`src/rtl/oled_pkg.sv`:
```
// Shared constants, SSD1306 init list and FSM types for the OLED command sequencer.
package oled_pkg;

    localparam logic [7:0] OLED_I2C_ADDR = 8'h78;
    localparam logic [7:0] OLED_CTRL_CMD = 8'h00;
    localparam logic [7:0] OLED_CTRL_DAT = 8'h40;

    localparam int INIT_LEN = 15;
    localparam int IDX_W    = 4;

    // Packed so that element 0, the first byte sent, sits in the low bits.
    localparam logic [INIT_LEN-1:0][7:0] INIT_LIST = {
        8'hAF, 8'h14, 8'h8D, 8'h7F, 8'h81, 8'hC8, 8'hA1, 8'h40,
        8'h00, 8'hD3, 8'h3F, 8'hA8, 8'h00, 8'h20, 8'hAE
    };

    typedef enum logic [2:0] {
        PWRUP,
        ISSUE,
        WAIT,
        GAP,
        IDLE
    } seq_state_t;

    typedef enum logic {
        SRC_INIT,
        SRC_FIFO
    } seq_src_t;

    function automatic logic [7:0] init_byte(input logic [IDX_W-1:0] idx);
        logic [7:0] b;
        b = 8'h00;
        for (int i = 0; i < INIT_LEN; i++) begin
            if (idx == IDX_W'(i)) begin
                b = INIT_LIST[i];
            end
        end
        return b;
    endfunction

    function automatic logic [7:0] ctrl_byte(input logic is_data);
        return is_data ? OLED_CTRL_DAT : OLED_CTRL_CMD;
    endfunction

endpackage

```
`src/rtl/oled_sync_fifo.sv`:
```
// Synchronous FIFO with a fall-through head; reset empties it by clearing the pointers.
module oled_sync_fifo #(
    parameter int DEPTH = 16,
    parameter int WIDTH = 9
) (
    input  logic                    clk,
    input  logic                    rst_n,
    input  logic                    push,
    input  logic                    pop,
    input  logic [WIDTH-1:0]        din,
    output logic [WIDTH-1:0]        dout,
    output logic                    full,
    output logic                    empty,
    output logic [$clog2(DEPTH):0]  count
);

    localparam int AW = $clog2(DEPTH);

    logic [WIDTH-1:0] mem [DEPTH];
    logic [AW-1:0]    rd_ptr;
    logic [AW-1:0]    wr_ptr;
    logic             do_push;
    logic             do_pop;

    assign full    = (count == (AW+1)'(DEPTH));
    assign empty   = (count == '0);
    assign do_pop  = pop && !empty;
    // A pop in the same cycle frees the slot, so a full queue can still accept.
    assign do_push = push && (!full || do_pop);
    assign dout    = mem[rd_ptr];

    always_ff @(posedge clk or negedge rst_n) begin
        if (!rst_n) begin
            rd_ptr <= '0;
            wr_ptr <= '0;
            count  <= '0;
        end else begin
            if (do_push) begin
                wr_ptr <= wr_ptr + 1'b1;
            end
            if (do_pop) begin
                rd_ptr <= rd_ptr + 1'b1;
            end
            case ({do_push, do_pop})
                2'b10:   count <= count + 1'b1;
                2'b01:   count <= count - 1'b1;
                default: count <= count;
            endcase
        end
    end

    always_ff @(posedge clk) begin
        if (do_push) begin
            mem[wr_ptr] <= din;
        end
    end

endmodule

```
`src/rtl/oled_cmd_sequencer.sv`:
```
// Feeds the I2C master one {control, payload} pair at a time: power-up wait,
// SSD1306 init list, then the software-filled command/data queue.
module oled_cmd_sequencer
    import oled_pkg::*;
#(
    parameter int FIFO_DEPTH  = 16,
    parameter int POWERUP_CYC = 20000,
    parameter int TIMEOUT_CYC = 65535,
    parameter int GAP_CYC     = 4
) (
    input  logic                           apb_pclk,
    input  logic                           apb_prstn,
    input  logic                           wr_valid,
    input  logic                           wr_is_data,
    input  logic [7:0]                     wr_byte,
    output logic                           wr_ready,
    input  logic                           clr_sticky,
    output logic                           i2c_start,
    output logic [7:0]                     i2c_ctrl,
    output logic [7:0]                     i2c_data,
    input  logic                           i2c_done,
    output logic                           init_done,
    output logic                           busy,
    output logic [$clog2(FIFO_DEPTH):0]    fifo_count,
    output logic                           overflow,
    output logic                           timeout_err
);

    localparam int CNT_W = 32;

    seq_state_t       state;
    seq_state_t       state_nx;
    seq_src_t         src;
    seq_src_t         src_nx;
    logic [IDX_W-1:0] idx;
    logic [IDX_W-1:0] idx_nx;
    logic [CNT_W-1:0] cnt;
    logic [CNT_W-1:0] cnt_nx;
    logic [CNT_W-1:0] cnt_inc;
    logic             start_nx;
    logic [7:0]       ctrl_nx;
    logic [7:0]       data_nx;
    logic             init_done_nx;
    logic             timeout_set;
    logic             overflow_set;
    logic             fifo_pop;
    logic             fifo_full;
    logic             fifo_empty;
    logic [8:0]       fifo_head;

    oled_sync_fifo #(
        .DEPTH (FIFO_DEPTH),
        .WIDTH (9)
    ) u_fifo (
        .clk   (apb_pclk),
        .rst_n (apb_prstn),
        .push  (wr_valid),
        .pop   (fifo_pop),
        .din   ({wr_is_data, wr_byte}),
        .dout  (fifo_head),
        .full  (fifo_full),
        .empty (fifo_empty),
        .count (fifo_count)
    );

    assign wr_ready     = !fifo_full;
    assign busy         = (state != IDLE);
    assign cnt_inc      = cnt + 1'b1;
    assign overflow_set = wr_valid && fifo_full && !fifo_pop;

    always_comb begin
        state_nx     = state;
        src_nx       = src;
        idx_nx       = idx;
        cnt_nx       = cnt;
        start_nx     = i2c_start;
        ctrl_nx      = i2c_ctrl;
        data_nx      = i2c_data;
        init_done_nx = init_done;
        timeout_set  = 1'b0;
        fifo_pop     = 1'b0;

        case (state)
            PWRUP: begin
                if (cnt_inc >= CNT_W'(POWERUP_CYC)) begin
                    state_nx = ISSUE;
                    src_nx   = SRC_INIT;
                    idx_nx   = '0;
                    cnt_nx   = '0;
                end else begin
                    cnt_nx = cnt_inc;
                end
            end

            ISSUE: begin
                start_nx = 1'b1;
                cnt_nx   = CNT_W'(1);
                state_nx = WAIT;
                if (src == SRC_INIT) begin
                    ctrl_nx = OLED_CTRL_CMD;
                    data_nx = init_byte(idx);
                end else begin
                    ctrl_nx  = ctrl_byte(fifo_head[8]);
                    data_nx  = fifo_head[7:0];
                    fifo_pop = 1'b1;
                end
            end

            // A timed-out entry is dropped, never retried.
            WAIT: begin
                if (i2c_done) begin
                    start_nx = 1'b0;
                    cnt_nx   = '0;
                    state_nx = GAP;
                end else if (cnt >= CNT_W'(TIMEOUT_CYC)) begin
                    timeout_set = 1'b1;
                    start_nx    = 1'b0;
                    cnt_nx      = '0;
                    state_nx    = GAP;
                end else begin
                    cnt_nx = cnt_inc;
                end
            end

            GAP: begin
                if (cnt_inc >= CNT_W'(GAP_CYC)) begin
                    cnt_nx = '0;
                    if (src == SRC_FIFO) begin
                        state_nx = IDLE;
                    end else if (idx == IDX_W'(INIT_LEN - 1)) begin
                        init_done_nx = 1'b1;
                        state_nx     = IDLE;
                    end else begin
                        idx_nx   = idx + 1'b1;
                        state_nx = ISSUE;
                    end
                end else begin
                    cnt_nx = cnt_inc;
                end
            end

            IDLE: begin
                if (init_done && !fifo_empty) begin
                    src_nx   = SRC_FIFO;
                    state_nx = ISSUE;
                end
            end

            default: begin
                state_nx = PWRUP;
                cnt_nx   = '0;
            end
        endcase
    end

    // Sticky flags: a new event in the same cycle as clr_sticky wins.
    always_ff @(posedge apb_pclk or negedge apb_prstn) begin
        if (!apb_prstn) begin
            state       <= PWRUP;
            src         <= SRC_INIT;
            idx         <= '0;
            cnt         <= '0;
            i2c_start   <= 1'b0;
            i2c_ctrl    <= 8'h00;
            i2c_data    <= 8'h00;
            init_done   <= 1'b0;
            overflow    <= 1'b0;
            timeout_err <= 1'b0;
        end else begin
            state       <= state_nx;
            src         <= src_nx;
            idx         <= idx_nx;
            cnt         <= cnt_nx;
            i2c_start   <= start_nx;
            i2c_ctrl    <= ctrl_nx;
            i2c_data    <= data_nx;
            init_done   <= init_done_nx;
            overflow    <= overflow_set | (overflow & ~clr_sticky);
            timeout_err <= timeout_set | (timeout_err & ~clr_sticky);
        end
    end

endmodule

```
`config.mk`:
```
export PLATFORM = sky130hd
export DESIGN_NAME = oled_cmd_sequencer
export DESIGN_NICKNAME = d
export VERILOG_FILES = /design/src/rtl/oled_pkg.sv /design/src/rtl/oled_sync_fifo.sv /design/src/rtl/oled_cmd_sequencer.sv
export SDC_FILE = /design/constraint.sdc
export NUM_CORES = 1
export LEC_CHECK = 0
export CELL_PAD_IN_SITES_DETAIL_PLACEMENT = 0
export CELL_PAD_IN_SITES_GLOBAL_PLACEMENT = 1
export CORE_UTILIZATION = 51
export CTS_CLUSTER_SIZE = 14
export DETAILED_ROUTE_END_ITERATION = 10
export PLACE_DENSITY = 0.84
export SLEW_MARGIN = 30
export SYNTH_ARGS = -nofsm -noshare
export SYNTH_HDL_FRONTEND = slang
export SYNTH_HIERARCHICAL = 1
export SYNTH_SLANG_ARGS = --single-unit
```
`constraint.sdc`:
```
create_clock -name apb_pclk -period 3.6 [get_ports apb_pclk]
set_input_delay 1.08 -clock apb_pclk [delete_from_list [all_inputs] [get_ports apb_pclk]]
set_output_delay 1.08 -clock apb_pclk [all_outputs]
set_load 0.05 [all_outputs]
```
==> impl_metrics.env, run 1 <==
export IMPL_status="complete, no violations"
export IMPL_die_h_um=142
export IMPL_antenna_found_initial=0
export IMPL_port_buffers=33
export IMPL_grt_pass1_vias=6127
export IMPL_synth_warnings=6
export IMPL_clkPwrFrac=0.367
export IMPL_final_util=0.595
export IMPL_postCtsSetupBuffers=0
export IMPL_fin_nets=793
export IMPL_cts_resized_gates=1
export IMPL_min_path_type="reg2reg"
export IMPL_finalWirelength_um=21200
export IMPL_grt_use_total=0.221
export IMPL_max_cap_violations=0
export IMPL_whs_path_depth=2
export IMPL_syn_avg_cell_area_um2=13.6
export IMPL_power_internal_uw=4290
export IMPL_die_w_um=142
export IMPL_drt_pass1_iter_count=5
export IMPL_hold_path_startpoint="i2c_data[2]$_DFFE_PN0P_"
export IMPL_netSwitchingFraction=0.267
export IMPL_antenna_cells=0
export IMPL_crit_type="reg2out"
export IMPL_hpwl_um=13800
export IMPL_synth_seq_cells=210
export IMPL_p_switching_uw=1570
export IMPL_r2r_slack_ps=400
export IMPL_grt_max_degree=40
export IMPL_ir_drop_mv=0.390
export IMPL_seq_area_frac_synth=0.600
export IMPL_rsz0062_at_grt="no"
export IMPL_cts_htree_levels=1
export IMPL_grt_first_pass_wirelength_um=34000
export IMPL_grt_overflow=0
export IMPL_final_common_cell="edfxtp_1"
export IMPL_arrival_ps=2220
export IMPL_start_util=0.527
export IMPL_ctsHoldBuffers=0
export IMPL_crit_fanout=16
export IMPL_setup_viol=0
export IMPL_boundaryPins=41
export IMPL_ys_types=77
export IMPL_setup_tns_final_ps=0
export IMPL_setup_ws_ps=298
export IMPL_synthToLayoutAreaGrowth_pct=12.8
export IMPL_async_flop_share=0.314
export IMPL_min_to="i2c_data[2]$_DFFE_PN0P_"
export IMPL_drt_iter0_drc=367
export IMPL_cts_buffers=22
export IMPL_pre_cts_ws_ps=314
export IMPL_drtAntennaViolNets=0
export IMPL_fin_crit_sh=0.917
export IMPL_slew_viol_final=0
export IMPL_wl_per_cell_um=20.4
export IMPL_synth_edf_count=144
export IMPL_coreArea_um2=18900
export IMPL_layout_drive_gt1_share=0.162
export IMPL_layout_common_cells="edfxtp_1 (144), dfrtp_1 (65), nand2_1 (53)"
export IMPL_dr_total_vias=6235
export IMPL_seqPwrFrac=0.502
export IMPL_syn_area_um2=9960
export IMPL_r2r_end="cnt[8]$_DFFE_PN0N_"
export IMPL_fp_dieArea_um2=20100
export IMPL_p_total_uw=5860
export IMPL_max_freq_mhz=303
export IMPL_cp_required_ps=2520
export IMPL_finalClockSkew_ps=20.1
export IMPL_clockRootBuffer="clkbuf_16"
export IMPL_finalCriticalPeriod_ps=3300
export IMPL_drc=0
export IMPL_clkSinkCount=210
export IMPL_timing_rr_start="cnt[0]$_DFFE_PN0N_"
export IMPL_clkLatencyLatePin_ps=520
export IMPL_rows=50
export IMPL_p_comb_frac=0.131
export IMPL_synth_cells=732
export IMPL_p_leak_uw=0.00396
export IMPL_cts_tree="built"
export IMPL_synth_ff_type="edfxtp_1"
export IMPL_cts_buffer_depth=3
export IMPL_tightestPinTransition_ps=751
export IMPL_critPathLaunchType="flop"
export IMPL_finalHoldViolCount=0
export IMPL_worstRegToRegCells=10
export IMPL_power_density_nw_per_um2=522
export IMPL_routed_via_density=6.00
export IMPL_cp_end_kind="primary output"
export IMPL_gp_congestion=0.910
export IMPL_slew_limit_headroom=0.500
export IMPL_clkTransAtPathRegs_ps=60
-- layout make-up --
cell class / instances / area (µm²)
timing repair buffer: 54 / 508
inverter: 26 / 97.6
clock buffer: 28 / 573
clock inverter: 12 / 113
sequential: 210 / 5980
multi-input combinational: 450 / 3640
fill: 1473 / 7660
tap: 260 / 325
-- cell families after synthesis --
family	count (synthesis)	synth area share
buf+inv	78	0.0396
simple gates	234	0.132
compound gates	119	0.0769
fa+ha+maj	15	0.0196
other cells	1	0.000377
flops	210	0.600
xor+xnor	23	0.0202
mux	52	0.111
-- power by group through the flow --
stage                     registers, µW  logic, µW  clock network [µW]
after floorplan                    3020        428                   0
after global placement             2970        749                   0
after detailed placement           2990        774                   0
after CTS                          2940        777                2200
after global routing               2970        833                2280
final                              2950        768                2150
-- registers in the layout, indices dropped and copies added, names as in the netlist --
register	count
idx	4
u_fifo/rd_ptr	4
i2c_ctrl	1
src	1
u_fifo/count	5
u_fifo/wr_ptr	4
state	3
timeout_err	1
init_done	1
u_fifo/mem	144
overflow	1
cnt	32
i2c_start	1
i2c_data	8
-- layer usage --
metal	wire, µm	track usage	part of all wire	up-vias
li1	-	-	-	2865
met2	10100	0.356	0.48	198
met4	486	0.0583	0.023	0
met5	0	0	0	-
met3	1140	0.0341	0.054	38
met1	9400	0.317	0.44	3134
-- how the worst max path moves through the flow --
stage,startpoint,endpoint,slack [ps],cells past startpoint
6_report,state[0]$_DFFE_PN0P_,busy,300,5
5_1_grt,cnt[1]$_DFFE_PN0N_,cnt[8]$_DFFE_PN0N_,110,10
2_1_floorplan,state[2]$_DFFE_PN0P_,u_fifo/mem[10][0]$_DFFE_PP_,670,12
4_1_cts,u_fifo/count[0]$_DFFE_PN0P_,wr_ready,20,4
3_3_place_gp,wr_valid,u_fifo/count[4]$_DFFE_PN0P_,430,8
3_5_place_dp,cnt[0]$_DFFE_PN0N_,cnt[8]$_DFFE_PN0N_,310,10
-- worst max-delay path, stage by stage, from the launching register on --
cell and delay, ps:
dfrtp_1 500, nor2_1 150, buf_4 190, and2_2 380, inv_1 240, buf_4 250
-- synthesized netlist by cell type (all sizes together) (11+ instances only) --
cell type    n  area share
nor2        33       0.013
and3        19       0.012
edfxtp     144        0.43
inv         26      0.0098
clkbuf      26      0.0098
ha          14       0.018
xnor2       13       0.011
o21ai       48       0.026
dfrtp       66        0.17
a21oi       20       0.011
nor4        14       0.011
nor3        20       0.012
or3         11      0.0069
buf         26       0.020
nand4       17       0.013
nand2       53       0.020
nand3       24       0.012
mux4        45        0.10
-- through the flow --
step | hold WS, ps | cells | instance area [µm²]
floorplan | 528 | 738 | 9980
global placement | 465 | 1000 | 10500
detailed placement | 474 | 1000 | 10500
CTS | 487 | 1040 | 11200
global route | 515 | 1040 | 11200
finish | 479 | 1040 | 11200
No activity file was read; power rests on OpenSTA's default activity.
==> run 2: changes to the inputs <==
--- a/config.mk
+++ b/config.mk
@@ -7,10 +7,10 @@
 export LEC_CHECK = 0
 export CELL_PAD_IN_SITES_DETAIL_PLACEMENT = 0
 export CELL_PAD_IN_SITES_GLOBAL_PLACEMENT = 1
-export CORE_UTILIZATION = 51
+export CORE_UTILIZATION = 45
 export CTS_CLUSTER_SIZE = 14
 export DETAILED_ROUTE_END_ITERATION = 10
-export PLACE_DENSITY = 0.84
+export PLACE_DENSITY = 0.7
 export SLEW_MARGIN = 30
 export SYNTH_ARGS = -nofsm -noshare
 export SYNTH_HDL_FRONTEND = slang
==> run 2 against run 1 <==
- clock skew is 2.2 ps higher
- clock power is 14% higher
- sequential power hardly changed
- sequential cell count stayed put
- via count is 0.53% higher
- die area is 13% higher
- clock-buffer cell count stayed put
- utilization is 7.0 points lower
- critical path type unchanged
- largest power group unchanged
==> impl_metrics.env, run 2 (same netlist as run 1, synthesis figures left out) <==
export IMPL_status="complete, no violations"
export IMPL_setup_viol=0
export IMPL_slew_viol_final=0
export IMPL_setup_tns_final_ps=0
export IMPL_layout_drive_gt1_share=0.173
export IMPL_ir_drop_mv=0.355
export IMPL_cpMaxStageDelayCell="dfrtp_1"
export IMPL_cts_buffer_depth=3
export IMPL_final_util=0.525
export IMPL_final_common_cell="edfxtp_1"
export IMPL_multiInputGateArea_um2=3640
export IMPL_rows=54
export IMPL_critPathLaunchType="flop"
export IMPL_slowest_delay_ps=500
export IMPL_dr_total_vias=6268
export IMPL_final_seq_area_um2=5980
export IMPL_cts_buffers=24
export IMPL_rsz0062_at_grt="no"
export IMPL_cp_required_ps=2520
export IMPL_whs_path_depth=2
export IMPL_grt_overflow=0
export IMPL_clkLatencyLatePin_ps=520
export IMPL_synthToLayoutAreaGrowth_pct=14.6
export IMPL_cts_tree="built"
export IMPL_coreArea_um2=21800
export IMPL_drc=0
export IMPL_finalCriticalPeriod_ps=3290
export IMPL_r2r_end="cnt[8]$_DFFE_PN0N_"
export IMPL_path_common_cell="buf_4"
export IMPL_arrival_ps=2210
export IMPL_boundaryPins=41
export IMPL_grt_first_pass_wirelength_um=34000
export IMPL_fin_nets=802
export IMPL_wl_per_cell_um=20.1
export IMPL_start_util=0.458
export IMPL_finalHoldViolCount=0
export IMPL_die_w_um=151
export IMPL_grt_use_total=0.195
export IMPL_worstRegToRegCells=10
export IMPL_reg_largest_list="u_fifo/mem (144), cnt (32), i2c_data (8)"
export IMPL_drtAntennaViolNets=0
export IMPL_antenna_found_initial=0
export IMPL_grt_pass1_vias=6169
export IMPL_p_leak_uw=0.00404
export IMPL_min_to="i2c_ctrl[6]$_DFFE_PN0P_"
export IMPL_die_h_um=151
export IMPL_crit_type="reg2out"
export IMPL_timing_rr_start="cnt[0]$_DFFE_PN0N_"
export IMPL_grt_max_degree=67
export IMPL_fin_crit_sh=0.914
export IMPL_finalWirelength_um=21500
export IMPL_crit_fanout=16
export IMPL_clkSinkCount=210
export IMPL_cts_htree_levels=1
export IMPL_routed_via_density=5.87
export IMPL_max_cap_violations=0
export IMPL_port_buffers=33
export IMPL_largest_reg_flops=144
export IMPL_cp_end_kind="primary output"
export IMPL_layout_common_cells="edfxtp_1 (144), dfrtp_1 (65), nand2_1 (53)"
export IMPL_postCtsSetupBuffers=0
export IMPL_finalClockSkew_ps=22.2
export IMPL_ctsHoldBuffers=0
export IMPL_hpwl_um=14200
export IMPL_worstPathBufferInverterCount=3
export IMPL_crit_chain="nor2_1 -> buf_4 -> and2_2 -> inv_1 -> buf_4"
export IMPL_drt_iter0_drc=339
export IMPL_path_delay_family="buffers and inverters"
export IMPL_nFillCells=1786
export IMPL_tightestPinTransition_ps=782
export IMPL_clockRootBuffer="clkbuf_16"
export IMPL_r2r_slack_ps=370
export IMPL_antenna_cells=0
export IMPL_slew_limit_headroom=0.479
export IMPL_gp_congestion=0.923
export IMPL_power_density_nw_per_um2=540
export IMPL_drt_pass1_iter_count=5
export IMPL_hold_path_startpoint="i2c_ctrl[6]$_DFFE_PN0P_"
export IMPL_top_register="u_fifo/mem"
export IMPL_clkTransAtPathRegs_ps=60
export IMPL_fp_dieArea_um2=22700
export IMPL_max_freq_mhz=304
export IMPL_min_path_type="reg2reg"
## run 2: through the flow
step	power (µW)	setup WS [ps]	cell area, µm²	instances	hold slack [ps]
after floorplan	3450	671	9980	738	528
after global placement	3740	469	10600	1027	463
after detailed placement	3770	251	10600	1027	470
after CTS	6220	35.1	11400	1068	482
after global routing	6400	71.0	11400	1068	506
final	6160	309	11400	1068	473
## run 2: layer usage
metal  share of wire  global-route usage  vias to the layer above
met2            0.49               0.322                      180
met3           0.051              0.0324                       49
met1            0.43               0.263                     3149
met5               0                   0                        -
li1                -                   -                     2890
met4           0.028              0.0650                        0
## run 2: power breakdown
| part | switching (µW) | total [µW] | internal, µW |
|---|---|---|---|
| combinational | 492 | 776 | 284 |
| clock | 936 | 2450 | 1510 |
| sequential | 135 | 2940 | 2800 |
| total | 1560 | 6160 | 4600 |
## run 2: worst max-delay path by stage
stage               slack, ps                   startpoint  depth (start not counted)                          end
floorplan                 670         state[2]$_DFFE_PN0P_                         12  u_fifo/mem[10][0]$_DFFE_PP_
global placement          470          cnt[10]$_DFFE_PN0N_                          9           cnt[8]$_DFFE_PN0N_
detailed placement        250           cnt[0]$_DFFE_PN0N_                         10           cnt[8]$_DFFE_PN0N_
CTS                        40  u_fifo/count[1]$_DFFE_PN0P_                          4                     wr_ready
global route               70           cnt[0]$_DFFE_PN0N_                         10          cnt[15]$_DFFE_PN0N_
finish                    310         state[0]$_DFFE_PN0P_                          5                         busy
## run 2: cell type report
type	count	share of cell area
clock buffer	28	0.0539
clock inverter	13	0.0162
timing repair buffer	61	0.0475
tap	280	0.0307
multi-input combinational	450	0.319
inverter	26	0.00855
sequential	210	0.524
## run 2: what timing repair did
item / CTS / global route
hold endpoints to repair: 0 / 0
gates resized for setup: 1 / 2
setup endpoints to repair: 1 / 6
pin swaps: 0 / 0
## run 2: worst reg2reg max path: stages, from the launching register on
cell	delay [ps]
dfrtp_1	450
ha_1	390
nand4_2	230
nor4_1	450
xnor2_1	210
o21ai_0	150
nor4b_2	350
o2bb2ai_1	200
a21oi_2	210
or4_1	450
o21ai_1	80
==> run 3: changes to the inputs <==
--- a/config.mk
+++ b/config.mk
@@ -5,12 +5,14 @@
 export SDC_FILE = /design/constraint.sdc
 export NUM_CORES = 1
 export LEC_CHECK = 0
+export ABC_CLOCK_PERIOD_IN_PS = 3600
 export CELL_PAD_IN_SITES_DETAIL_PLACEMENT = 0
 export CELL_PAD_IN_SITES_GLOBAL_PLACEMENT = 1
-export CORE_UTILIZATION = 45
+export CORE_ASPECT_RATIO = 0.7
+export CORE_UTILIZATION = 29
 export CTS_CLUSTER_SIZE = 14
 export DETAILED_ROUTE_END_ITERATION = 10
-export PLACE_DENSITY = 0.7
+export PLACE_DENSITY = 0.48
 export SLEW_MARGIN = 30
 export SYNTH_ARGS = -nofsm -noshare
 export SYNTH_HDL_FRONTEND = slang
==> run 3 against run 2 <==
- utilization decreased by 18 points
- routed wire length increased by 17%
- via count increased by 0.49%
- sequential cell count unchanged
- sequential power about the same
- sequential share of layout area decreased by 0.50 points
- register-to-register slack improved by 30 ps
- critical endpoint is now wr_ready
- largest power group unchanged
- highest routed layer unchanged
==> impl_metrics.env, run 3 (same netlist as run 1, synthesis figures left out) <==
export IMPL_cts_htree_levels=1
export IMPL_hpwl_um=16800
export IMPL_dr_total_vias=6299
export IMPL_final_common_cell="edfxtp_1"
export IMPL_grt_use_total=0.148
export IMPL_setup_viol=0
export IMPL_finalHoldViolCount=0
export IMPL_cp_end_kind="primary output"
export IMPL_coreArea_um2=33600
export IMPL_wl_met1_um=13000
export IMPL_grt_max_degree=67
export IMPL_layout_drive_gt1_share=0.177
export IMPL_crit_type="reg2out"
export IMPL_nFillCells=3272
export IMPL_fin_nets=799
export IMPL_drt_pass1_iter_count=7
export IMPL_finalClockSkew_ps=14.1
export IMPL_clkTransAtPathRegs_ps=60
export IMPL_grt_pass1_vias=6163
export IMPL_rsz0062_at_grt="no"
export IMPL_grt_overflow=0
export IMPL_drt_iter0_drc=588
export IMPL_wl_per_cell_um=20.6
export IMPL_synthToLayoutAreaGrowth_pct=15.8
export IMPL_p_leak_uw=0.00399
export IMPL_port_buffers=33
export IMPL_min_path_type="reg2reg"
export IMPL_ir_drop_mv=0.365
export IMPL_tightestPinTransition_ps=758
export IMPL_antenna_found_initial=3
export IMPL_rows=56
export IMPL_crit_fanout=6
export IMPL_grt_first_pass_wirelength_um=39200
export IMPL_boundaryPins=41
export IMPL_pre_cts_ws_ps=180
export IMPL_die_h_um=157
export IMPL_antenna_cells=0
export IMPL_top_register="u_fifo/mem"
export IMPL_slew_viol_final=0
export IMPL_max_cap_violations=0
export IMPL_critPathLaunchType="flop"
export IMPL_clockRootBuffer="clkbuf_16"
export IMPL_cts_buffers=23
export IMPL_drtAntennaViolNets=0
export IMPL_start_util=0.296
export IMPL_gp_congestion=0.816
export IMPL_slew_limit_headroom=0.495
export IMPL_drc=0
export IMPL_max_freq_mhz=295
export IMPL_arrival_ps=2310
export IMPL_ctsHoldBuffers=0
export IMPL_routed_via_density=5.16
export IMPL_wl_met2_um=10800
export IMPL_fp_dieArea_um2=35100
export IMPL_fin_crit_sh=0.942
export IMPL_largest_reg_flops=144
export IMPL_layout_common_cells="edfxtp_1 (144), dfrtp_1 (64), nand2_1 (53)"
export IMPL_finalWirelength_um=25200
export IMPL_cp_required_ps=2520
export IMPL_power_density_nw_per_um2=521
export IMPL_status="complete, no violations"
export IMPL_wl_met3_um=1070
export IMPL_highest_layer="met4"
export IMPL_setup_tns_final_ps=0
export IMPL_cts_buffer_depth=3
export IMPL_clkLatencyLatePin_ps=530
export IMPL_cts_tree="built"
export IMPL_die_w_um=223
export IMPL_clkSinkCount=210
export IMPL_finalCriticalPeriod_ps=3390
export IMPL_setup_ws_ps=208
export IMPL_reg_largest_list="u_fifo/mem (144), cnt (32), i2c_data (8)"
run 3: changes by cell type in the layout (fill, tap and decap cells not counted), sizes merged, moves of 2 or more:
cell	previous run	this run
clkinv	6	9
clkbuf	28	25
buf	30	28
clkinvlp	3	5
bufinv	4	1
run 3: what timing repair did:
item	4_1_cts	5_1_grt
buffers inserted	0	0
gates resized for setup	1	4
endpoints found under the setup margin	1	8
run 3: final timing paths:
kind / start / end / slack, ps / cells after the start
max reg2reg: cnt[0]$_DFFE_PN0N_ / cnt[8]$_DFFE_PN0N_ / 400 / 10
max in group asynchronous: apb_prstn / u_fifo/rd_ptr[1]$_DFFE_PN0N_ / 2530 / 1
max: u_fifo/count[0]$_DFFE_PN0P_ / wr_ready / 210 / 4
min: i2c_data[5]$_DFFE_PN0P_ / i2c_data[5]$_DFFE_PN0P_ / 480 / 2
min reg2reg: i2c_data[5]$_DFFE_PN0P_ / i2c_data[5]$_DFFE_PN0P_ / 480 / 2
min in group asynchronous: apb_prstn / cnt[31]$_DFFE_PN0N_ / 560 / 1
run 3: through the flow:
stage               power [µW]  cells   util  area (µm²)  hold WS (ps)
global placement          3770   1180  0.321       10800           476
CTS                       6100   1221  0.342       11500           487
finish                    6000   1221  0.343       11500           481
global route              6270   1221  0.343       11500           530
floorplan                 3450    738      -        9980           528
detailed placement        3800   1180  0.321       10800           471
run 3: worst max-delay path: stages, from the launching register on:
cell and delay (ps):
dfrtp_1 450, or4_4 600, nor2_1 220, inv_1 80
dlygate4sd2_1 430
run 3: layout make-up:
class | count | area, µm² | share of cell area
tap | 435 | 544 | 0.0472
multi-input combinational | 450 | 3650 | 0.317
clock inverter | 16 | 138 | 0.0119
timing repair buffer | 59 | 536 | 0.0465
sequential | 210 | 5980 | 0.519
clock buffer | 25 | 583 | 0.0506
inverter | 26 | 97.6 | 0.00847
run 3: layer usage:
metal	vias up	GRT usage
li1	2897	-
met2	145	0.215
met4	0	0.0267
met1	3234	0.231
met3	23	0.0252
met5	-	0
run 3: power by group:
part	switching, µW	leakage [µW]	internal, µW
Sequential	138	0.00219	2800
Combinational	514	0.00146	284
Clock	1010	0.000341	1260
Total	1660	0.00399	4350
